==> src/rtl/dmem_pkg.sv <==
`default_nettype none
// ============================================================================
// Module   : dmem_pkg
// Purpose  : Shared constants and entry types for the data_memory port controller.
// Revision : 1.0
// ============================================================================
package dmem_pkg;

    localparam logic [1:0] MEM_IDLE    = 2'd0;
    localparam logic [1:0] MEM_RD_IRAM = 2'd1;
    localparam logic [1:0] MEM_RD      = 2'd2;
    localparam logic [1:0] MEM_WR      = 2'd3;
    localparam int         MEM_WORDS   = 128;

    typedef struct packed {
        logic        write;
        logic [15:0] addr;
        logic [15:0] wdata;
    } req_t;

    typedef struct packed {
        logic [15:0] data;
        logic        err;
    } rsp_t;

endpackage
`default_nettype wire

==> src/rtl/sync_fifo.sv <==
`default_nettype none
// ============================================================================
// Module   : sync_fifo
// Purpose  : Show-ahead synchronous FIFO; pushes while full are refused outright.
// Revision : 1.0
// ============================================================================
module sync_fifo #(
    parameter int WIDTH = 8,
    parameter int DEPTH = 4
) (
    input  logic                         clk,
    input  logic                         rst,
    input  logic                         i_push,
    input  logic [WIDTH-1:0]             i_wdata,
    input  logic                         i_pop,
    output logic [WIDTH-1:0]             o_rdata,
    output logic                         o_full,
    output logic                         o_empty,
    output logic [$clog2(DEPTH+1)-1:0]   o_count
);

    localparam int              AW      = (DEPTH > 1) ? $clog2(DEPTH) : 1;
    localparam int              CW      = $clog2(DEPTH + 1);
    localparam logic [AW-1:0]   c_last  = AW'(DEPTH - 1);
    localparam logic [CW-1:0]   c_depth = CW'(DEPTH);

    logic [WIDTH-1:0] r_mem [DEPTH];
    logic [AW-1:0]    r_wptr;
    logic [AW-1:0]    r_rptr;
    logic [CW-1:0]    r_count;
    logic             w_push;
    logic             w_pop;

    assign w_push  = i_push && (r_count != c_depth);
    assign w_pop   = i_pop  && (r_count != '0);
    assign o_rdata = r_mem[r_rptr];
    assign o_full  = (r_count == c_depth);
    assign o_empty = (r_count == '0);
    assign o_count = r_count;

    always_ff @(posedge clk) begin
        if (rst) begin
            r_wptr  <= '0;
            r_rptr  <= '0;
            r_count <= '0;
            for (int i = 0; i < DEPTH; i++) begin
                r_mem[i] <= '0;
            end
        end else begin
            if (w_push) begin
                r_mem[r_wptr] <= i_wdata;
                r_wptr        <= (r_wptr == c_last) ? '0 : r_wptr + 1'b1;
            end
            if (w_pop) begin
                r_rptr <= (r_rptr == c_last) ? '0 : r_rptr + 1'b1;
            end
            r_count <= r_count + CW'(w_push) - CW'(w_pop);
        end
    end

endmodule
`default_nettype wire

==> src/rtl/dmem_port_ctrl.sv <==
`default_nettype none
// ============================================================================
// Module   : dmem_port_ctrl
// Purpose  : In-order load/store controller for one data_memory port, with
//            registered port drive and a 2-stage return tag for read data.
// Revision : 1.0
// ============================================================================
module dmem_port_ctrl
    import dmem_pkg::*;
#(
    parameter int REQ_DEPTH = 4,
    parameter int RSP_DEPTH = 4,
    parameter int MEM_WORDS = dmem_pkg::MEM_WORDS
) (
    input  logic        clock,
    input  logic        reset,
    input  logic        req_valid,
    output logic        req_ready,
    input  logic        req_write,
    input  logic [15:0] req_addr,
    input  logic [15:0] req_wdata,
    output logic        rsp_valid,
    input  logic        rsp_ready,
    output logic [15:0] rsp_data,
    output logic        rsp_err,
    output logic        oob_seen,
    output logic [1:0]  mem_control,
    output logic [15:0] mem_addr,
    output logic [15:0] mem_wdata,
    input  logic [15:0] mem_rdata
);

    localparam int            CW          = $clog2(RSP_DEPTH + 1);
    localparam int            QW          = $clog2(REQ_DEPTH + 1);
    localparam logic [16:0]   c_words     = 17'(MEM_WORDS);
    localparam logic [CW-1:0] c_rsp_depth = CW'(RSP_DEPTH);

    req_t          w_req_in;
    req_t          w_head;
    rsp_t          w_rsp_in;
    rsp_t          w_rsp_head;
    logic          w_req_full;
    logic          w_req_empty;
    logic [QW-1:0] w_req_count;
    logic          w_rsp_full;
    logic          w_rsp_empty;
    logic [CW-1:0] w_rsp_count;
    logic          w_req_push;
    logic          w_rsp_pop;
    logic          w_head_oob;
    logic [CW-1:0] w_rd_net;
    logic          w_issue;
    logic          w_issue_rd;

    logic [1:0]    r_mem_control;
    logic [15:0]   r_mem_addr;
    logic [15:0]   r_mem_wdata;
    logic          r_oob_seen;
    logic [1:0]    r_tag;
    logic [1:0]    r_tag_err;
    logic [CW-1:0] r_rd_out;

    assign w_req_in   = '{write: req_write, addr: req_addr, wdata: req_wdata};
    assign req_ready  = !reset && !w_req_full;
    assign w_req_push = req_valid && req_ready;

    sync_fifo #(
        .WIDTH ($bits(req_t)),
        .DEPTH (REQ_DEPTH)
    ) u_req_fifo (
        .clk     (clock),
        .rst     (reset),
        .i_push  (w_req_push),
        .i_wdata (w_req_in),
        .i_pop   (w_issue),
        .o_rdata (w_head),
        .o_full  (w_req_full),
        .o_empty (w_req_empty),
        .o_count (w_req_count)
    );

    // A pop this cycle frees a response slot in time for a read issued now.
    assign w_rsp_pop  = rsp_valid && rsp_ready;
    assign w_rd_net   = r_rd_out - CW'(w_rsp_pop);
    assign w_head_oob = ({1'b0, w_head.addr} >= c_words);
    assign w_issue    = !w_req_empty && (w_head.write || (w_rd_net < c_rsp_depth));
    assign w_issue_rd = w_issue && !w_head.write;

    always_ff @(posedge clock) begin
        if (reset) begin
            r_mem_control <= MEM_IDLE;
            r_mem_addr    <= '0;
            r_mem_wdata   <= '0;
            r_oob_seen    <= 1'b0;
            r_tag         <= '0;
            r_tag_err     <= '0;
            r_rd_out      <= '0;
        end else begin
            r_mem_control <= MEM_IDLE;
            if (w_issue && !w_head_oob) begin
                r_mem_control <= w_head.write ? MEM_WR : MEM_RD;
                r_mem_addr    <= w_head.addr;
                if (w_head.write) begin
                    r_mem_wdata <= w_head.wdata;
                end
            end
            if (w_issue && w_head_oob) begin
                r_oob_seen <= 1'b1;
            end
            r_tag     <= {r_tag[0], w_issue_rd};
            r_tag_err <= {r_tag_err[0], w_issue_rd && w_head_oob};
            r_rd_out  <= r_rd_out + CW'(w_issue_rd) - CW'(w_rsp_pop);
            assert (w_rsp_count <= r_rd_out);
            assert (32'(w_req_count) <= REQ_DEPTH);
        end
    end

    // Out-of-range reads ride the same tag pipeline but never sample the port.
    assign w_rsp_in = '{data: r_tag_err[1] ? 16'h0000 : mem_rdata, err: r_tag_err[1]};

    sync_fifo #(
        .WIDTH ($bits(rsp_t)),
        .DEPTH (RSP_DEPTH)
    ) u_rsp_fifo (
        .clk     (clock),
        .rst     (reset),
        .i_push  (r_tag[1]),
        .i_wdata (w_rsp_in),
        .i_pop   (w_rsp_pop),
        .o_rdata (w_rsp_head),
        .o_full  (w_rsp_full),
        .o_empty (w_rsp_empty),
        .o_count (w_rsp_count)
    );

    assign rsp_valid   = !w_rsp_empty;
    assign rsp_data    = rsp_valid ? w_rsp_head.data : 16'h0000;
    assign rsp_err     = rsp_valid && w_rsp_head.err;
    assign oob_seen    = r_oob_seen;
    assign mem_control = r_mem_control;
    assign mem_addr    = r_mem_addr;
    assign mem_wdata   = r_mem_wdata;

    always_ff @(posedge clock) begin
        if (!reset) begin
            assert (!(w_rsp_full && r_tag[1]));
        end
    end

endmodule
`default_nettype wire
==> config.mk <==
export PLATFORM = sky130hd
export DESIGN_NAME = dmem_port_ctrl
export DESIGN_NICKNAME = d
export VERILOG_FILES = /design/src/rtl/dmem_pkg.sv /design/src/rtl/sync_fifo.sv /design/src/rtl/dmem_port_ctrl.sv
export SDC_FILE = /design/constraint.sdc
export NUM_CORES = 1
export LEC_CHECK = 0
export ABC_AREA = 1
export CORE_MARGIN = 3
export CORE_UTILIZATION = 30
export CTS_CLUSTER_SIZE = 20
export DETAILED_ROUTE_END_ITERATION = 6
export PLACE_DENSITY_LB_ADDON = 0.05
export REMOVE_ABC_BUFFERS = 1
export SYNTH_ARGS = -nofsm -noshare
export SYNTH_HDL_FRONTEND = slang
export SYNTH_SLANG_ARGS = --single-unit
==> constraint.sdc <==
create_clock -name clock -period 11.1 [get_ports clock]
set_clock_uncertainty 0.05 [all_clocks]
set_input_delay 2.775 -clock clock [delete_from_list [all_inputs] [get_ports clock]]
set_output_delay 2.775 -clock clock [all_outputs]
set_load 0.03 [all_outputs]
==> flow_metrics.env, run 1 <==
export IMPL_run_status="finished, final reports clean"
export IMPL_setup_viol_count_final=0
export IMPL_tightestPinTransition_ps=1050
export IMPL_grtUsageTotal_pct=15.2
export IMPL_portBuffers=106
export IMPL_ios=107
export IMPL_worst_endpoint_arrival_ps=4390
export IMPL_cts_resized=0
export IMPL_final_common_cell="nor2_1"
export IMPL_rsz0062_at_grt="no"
export IMPL_hold_buffers=0
export IMPL_syn_area_per_cell_sq_um=9.82
export IMPL_cp_endpoint="req_ready"
export IMPL_routed_top_layer="met4"
export IMPL_drc=0
export IMPL_clk_latency_ps=550
export IMPL_yosys_area_top_type="edfxtp_1"
export IMPL_cts_root_buf="clkbuf_16"
export IMPL_met1_length_microns=14200
export IMPL_grt_overflow_total=0
export IMPL_synthArstFlopShare_pct=0
export IMPL_period_share_pct=65.0
export IMPL_wire_per_inst_microns=17.6
export IMPL_final_util_pct=37.6
export IMPL_place_congestion=0.738
export IMPL_netlist_area_sq_mm=0.0111
export IMPL_synth_top_cell_area_share_pct=54.0
export IMPL_cp_depth=4
export IMPL_r2r_cells=13
export IMPL_hold_violations=0
export IMPL_setup_tns_final_ps=0
export IMPL_path_clk_slew_ps=60
export IMPL_wl_met3_microns=1030
export IMPL_finalWorstPathRequiredPeriod_ps=7210
export IMPL_n_fill_cell=3639
export IMPL_relSlewSlack_pct=30.0
export IMPL_powerDensity_mw_per_mm2=226
export IMPL_crit_fanout=32
export IMPL_cts_tree="done"
export IMPL_cp_slowest_cell="clkdlybuf4s50_1"
export IMPL_crit_buf_inv=3
export IMPL_fin_ws_ps=3890
export IMPL_postCtsSetupBuffers=0
export IMPL_yosys_warnings=0
export IMPL_clock_sinks=260
export IMPL_hold_class="reg -> reg"
export IMPL_vdd_ir_drop_max_v=0.000121
export IMPL_first_iter_violations=415
export IMPL_dr_pass1_iters=5
export IMPL_r2r_end="u_req_fifo.o_count[2]$_SDFF_PP0_"
export IMPL_cts_max_path_buffers=3
export IMPL_start_util_pct=30.9
export IMPL_via_per_inst=4.65
export IMPL_crit_path_frequent_cell="clkdlybuf4s50_1"
export IMPL_final_cell_mix="nor2_1 (329), edfxtp_1 (200), nand2_1 (167)"
export IMPL_startpoint="reset"
export IMPL_final_nets=1287
export IMPL_synth_cell_types=33
export IMPL_fp_row_count=69
export IMPL_grt_pass1_vias=8052
export IMPL_cp_start_kind="input port"
export IMPL_drive_above_1_share_pct=5.47
export IMPL_numCtsBuffers=30
export IMPL_dp_hpwl_microns=16600
export IMPL_leakage_nw=5.33
export IMPL_yosysSeqAreaShare_pct=64.8
export IMPL_num_antenna_cells=0
export IMPL_grt_max_degree=69
export IMPL_pre_cts_ws_ps=3880
export IMPL_grt_antenna_before_repair=0
export IMPL_synth_ff_type="edfxtp_1"
export IMPL_num_vias=7928
export IMPL_critPathTopFamily="buffers and inverters"
export IMPL_area_growth_pct=21.8
export IMPL_reg2reg_slack_ps=6110
export IMPL_route_met2_wl_microns=14200
export IMPL_synth_cells=1132
export IMPL_synth_edf_count=200
export IMPL_synth_seq_cells=260
export IMPL_path_cells="clkdlybuf4s50_1 -> buf_4 -> a31oi_1 -> clkdlybuf4s50_1"
export IMPL_slowest_delay_ps=710
export IMPL_die_area_sq_mm=0.0394
export IMPL_detail_route_antenna_nets=0
export IMPL_yosys_top_cells_area="edfxtp_1 (54%), nor2_1 (11%), dfxtp_1 (11%)"
export IMPL_core_area_sq_mm=0.0360
export IMPL_crit_type="in -> out"
export IMPL_max_cap_violations=0
export IMPL_endpoint_kind="output pin"
export IMPL_cp_required_ps=8280
export IMPL_fp_dieH_microns=198
export IMPL_htree_num_levels=1
export IMPL_finalMaxSlewViolations=0
export IMPL_fmax_mhz=139
export IMPL_grt_pass1_wl_microns=47000
export IMPL_fp_dieW_microns=198
export IMPL_drt_total_wl_microns=30000
-- flip-flops by register name, summed over array words and instances (netlist names), named ones only --
register and cells:
u_req_fifo.r_wptr 2, mem_wdata 16, u_req_fifo.r_rptr 2, u_rsp_fifo.o_count 3
r_tag_err 2, r_rd_out 3, mem_addr 16, u_rsp_fifo.r_wptr 2
r_tag 2, u_rsp_fifo.r_rptr 2, u_req_fifo.o_count 3, u_rsp_fifo.r_mem 68
u_req_fifo.r_mem 132, oob_seen 1, mem_control 2
-- stage by stage --
step / cells / hold slack, ps / power, W / area (sq um)
finish: 1705 / 356 / 0.00306 / 13500
global route: 1705 / 382 / 0.00324 / 13500
CTS: 1705 / 356 / 0.00311 / 13500
detailed placement: 1649 / 348 / 0.00215 / 12600
global placement: 1649 / 344 / 0.00215 / 12600
floorplan: 1066 / 338 / 0.00179 / 10800
-- worst register-to-register path: stages, from the launching register on --
cell	delay (ps)
dfxtp_4	900
inv_2	440
o21ai_0	410
nand2_2	590
o21ai_2	750
inv_2	400
ha_1	380
inv_1	50
ha_1	130
inv_1	40
fa_1	370
xor2_1	160
o21ai_0	150
a21oi_1	50
-- routing by layer --
metal | vias to the layer above | GRT usage [%]
li1 | 3935 | -
met1 | 3811 | 20.8
met2 | 144 | 25.8
met3 | 38 | 2.12
met4 | 0 | 3.62
met5 | - | 0
-- power by group --
part	switching, W	internal, W
Combinational	0.000577	0.000267
Clock	0.000386	0.000561
Sequential	0.0000844	0.00118
-- kinds of logic after synthesis --
family | synth area share [%]
buf+inv | 5.79
fa+ha+maj | 1.78
simple gates | 19.5
flops | 64.8
compound gates | 7.79
xor+xnor | 0.315
-- area by class of cell --
type	instances	area (sq um)	area share [%]
clock buffer	54	932	6.89
tap	461	577	4.26
inverter	90	338	2.50
timing repair buffer	122	1180	8.73
clock inverter	2	13.8	0.102
sequential	260	7210	53.3
multi-input combinational	716	3280	24.3
-- synth_stat cells (3+ instances only) --
library cell	n
a32o_1	16
nor3_1	3
buf_6	3
nor3b_1	8
clkbuf_1	40
o21ai_1	8
a21oi_1	61
xor2_1	4
inv_1	87
ha_1	11
nand3_1	17
dfxtp_1	60
buf_1	5
nand2_1	167
nand4_1	16
fa_1	3
buf_2	13
nor2_1	330
edfxtp_1	200
buf_4	5
o21ai_0	59
-- how the worst min path moves through the flow --
| stage | from | endpoint | slack (ps) | cells after the start |
|---|---|---|---|---|
| global route | r_tag[0]$_SDFF_PP0_ | r_tag[1]$_SDFF_PP0_ | 380 | 2 |
| global placement | r_tag[0]$_SDFF_PP0_ | r_tag[1]$_SDFF_PP0_ | 340 | 2 |
| finish | r_tag[0]$_SDFF_PP0_ | r_tag[1]$_SDFF_PP0_ | 360 | 2 |
| detailed placement | r_tag[0]$_SDFF_PP0_ | r_tag[1]$_SDFF_PP0_ | 350 | 2 |
| floorplan | r_tag[0]$_SDFF_PP0_ | r_tag[1]$_SDFF_PP0_ | 340 | 2 |
| CTS | r_tag[0]$_SDFF_PP0_ | r_tag[1]$_SDFF_PP0_ | 360 | 2 |
Power figures use the tool's default switching activity.
==> run 2: changes to the inputs <==
==> constraint.sdc (replaced) <==
create_clock -name clock -period 6.4 [get_ports clock]
set_clock_uncertainty 0.05 [all_clocks]
set_input_delay 1.6 -clock clock [delete_from_list [all_inputs] [get_ports clock]]
set_output_delay 1.6 -clock clock [all_outputs]
set_load 0.03 [all_outputs]
==> run 2 against run 1 <==
- sequential cell count stayed put
- die area stayed put
- core utilization is 0.73 points higher
- clock power is 110% higher
- clock-buffer cell count fell by 4
- via count about the same
- first-iteration DRC count down 19%
- non-clock buffer count increased by 5
- sequential share of layout area fell by 1.0 points
- cell count rose by 0.65%
- design area grew 1.9%
- worst hold slack got worse by 0.80 ps
- largest power group unchanged
- highest routed layer unchanged
==> flow_metrics.env, run 2 (same netlist as run 1, synthesis figures left out) <==
export IMPL_multi_input_area_sq_mm=0.00328
export IMPL_n_fill_cell=3661
export IMPL_hold_class="reg -> reg"
export IMPL_path_cells="buf_4 -> inv_1 -> o21ai_0 -> a21oi_1 -> clkdlybuf4s50_1"
export IMPL_rsz0062_at_grt="no"
export IMPL_cts_root_buf="clkbuf_16"
export IMPL_max_cap_violations=0
export IMPL_min_path_cells=2
export IMPL_cp_required_ps=4750
export IMPL_finalWorstPathRequiredPeriod_ps=4820
export IMPL_die_area_sq_mm=0.0394
export IMPL_holdWs_ps=355
export IMPL_start_util_pct=30.9
export IMPL_grt_max_degree=67
export IMPL_grt_antenna_before_repair=0
export IMPL_powerDensity_mw_per_mm2=409
export IMPL_portBuffers=106
export IMPL_drive_above_1_share_pct=6.45
export IMPL_grt_pass1_vias=8092
export IMPL_holdCritStartpoint="r_tag[0]$_SDFF_PP0_"
export IMPL_reg_top3="u_req_fifo.r_mem: 132 flops, u_rsp_fifo.r_mem: 68 flops"
export IMPL_detail_route_antenna_nets=0
export IMPL_via_per_inst=4.62
export IMPL_cts_tree="done"
export IMPL_postLayoutCellArea_sq_mm=0.0138
export IMPL_path_clk_slew_ps=60
export IMPL_clk_latency_ps=500
export IMPL_htree_num_levels=2
export IMPL_relSlewSlack_pct=30.0
export IMPL_grt_overflow_total=0
export IMPL_endpoint_kind="output pin"
export IMPL_fp_row_count=69
export IMPL_first_iter_violations=338
export IMPL_worst_endpoint_arrival_ps=3170
export IMPL_fp_dieH_microns=198
export IMPL_cp_slowest_cell="inv_1"
export IMPL_placed_area_sq_mm=0.0126
export IMPL_clock_sinks=260
export IMPL_setup_viol_count_final=0
export IMPL_hold_violations=0
export IMPL_cts_resized=0
export IMPL_final_nets=1296
export IMPL_drt_total_wl_microns=30100
export IMPL_fp_dieW_microns=198
export IMPL_top_register="u_req_fifo.r_mem"
export IMPL_drc=0
export IMPL_area_growth_pct=24.1
export IMPL_tightestPinTransition_ps=1050
export IMPL_dp_hpwl_microns=17200
export IMPL_crit_type="reg -> out"
export IMPL_vdd_ir_drop_max_v=0.000163
export IMPL_postCtsSetupBuffers=0
export IMPL_run_status="finished, final reports clean"
export IMPL_fmax_mhz=207
export IMPL_grtUsageTotal_pct=15.3
export IMPL_finalMaxSlewViolations=0
export IMPL_crit_fanout=35
export IMPL_final_cell_mix="nor2_1 (330), edfxtp_1 (200), nand2_1 (167)"
export IMPL_num_antenna_cells=0
export IMPL_r2r_cells=16
export IMPL_setup_tns_final_ps=0
export IMPL_period_share_pct=75.3
export IMPL_place_congestion=0.687
export IMPL_ios=107
export IMPL_regArea_sq_mm=0.00721
export IMPL_final_util_pct=38.3
export IMPL_numCtsBuffers=34
export IMPL_slowest_delay_ps=820
export IMPL_num_vias=7922
export IMPL_grt_pass1_wl_microns=46800
export IMPL_hold_buffers=0
export IMPL_finalPower_w=0.00564
export IMPL_leakage_nw=5.47
export IMPL_cts_max_path_buffers=3
export IMPL_cp_start_kind="register"
export IMPL_wire_per_inst_microns=17.5
export IMPL_dr_pass1_iters=5
export IMPL_final_common_cell="nor2_1"
export IMPL_core_area_sq_mm=0.0360
export IMPL_largest_reg_flops=132
==> run 2: cell count changes in the layout (fill, tap and decap cells not counted), moves of 2 or more <==
cell       before  now
clkbuf_1       16   10
clkbuf_16      31   37
buf_4          16   20
bufinv_16       0    4
clkbuf_8        7    3
clkinv_1        1    4
clkinv_2        1    3
==> run 2: final timing paths <==
| check | end | slack, ps |
|---|---|---|
| setup reg to reg | u_req_fifo.o_count[2]$_SDFF_PP0_ | 2630 |
| hold reg to reg | r_tag[1]$_SDFF_PP0_ | 360 |
| hold / removal | r_tag[1]$_SDFF_PP0_ | 360 |
| setup / recovery | rsp_err | 1580 |
==> run 2: routing by layer <==
metal | routed length [microns] | track usage [%] | part of all wire [%] | vias to the layer above
met5 | 0 | 0 | 0 | -
met4 | 565 | 3.96 | 1.9 | 0
met3 | 1040 | 2.32 | 3.5 | 42
met2 | 14600 | 26.8 | 49 | 120
met1 | 13800 | 20.0 | 46 | 3807
li1 | - | - | - | 3953
==> run 2: where the power goes <==
| group | leakage (nW) | internal (W) | switching, W |
|---|---|---|---|
| registers | 2.55 | 0.00205 | 0.0000730 |
| logic | 2.35 | 0.000477 | 0.00107 |
| clock network | 0.568 | 0.00125 | 0.000720 |
==> run 2: critical path, delay by kind of cell, from the launching register on <==
family | cells | cell delay [ps]
flip-flops | 1 | 290
AO/OA/AOI/OAI | 2 | 540
buffers and inverters | 3 | 1820
==> run 2: layout make-up <==
cell class / instances / area share, %
Sequential cell: 260 / 52.2
Multi-Input combinational cell: 716 / 23.7
Timing Repair Buffer: 127 / 8.92
Clock buffer: 50 / 7.28
Tap cell: 461 / 4.18
Inverter: 90 / 2.45
Clock inverter: 12 / 1.20
==> run 2: per-stage QoR <==
stage / setup WS [ps] / std cells
final: 1580 / 1716
after CTS: 1520 / 1716
after floorplan: 449 / 1066
after global placement: 1430 / 1654
after detailed placement: 1380 / 1654
after global routing: 1350 / 1716
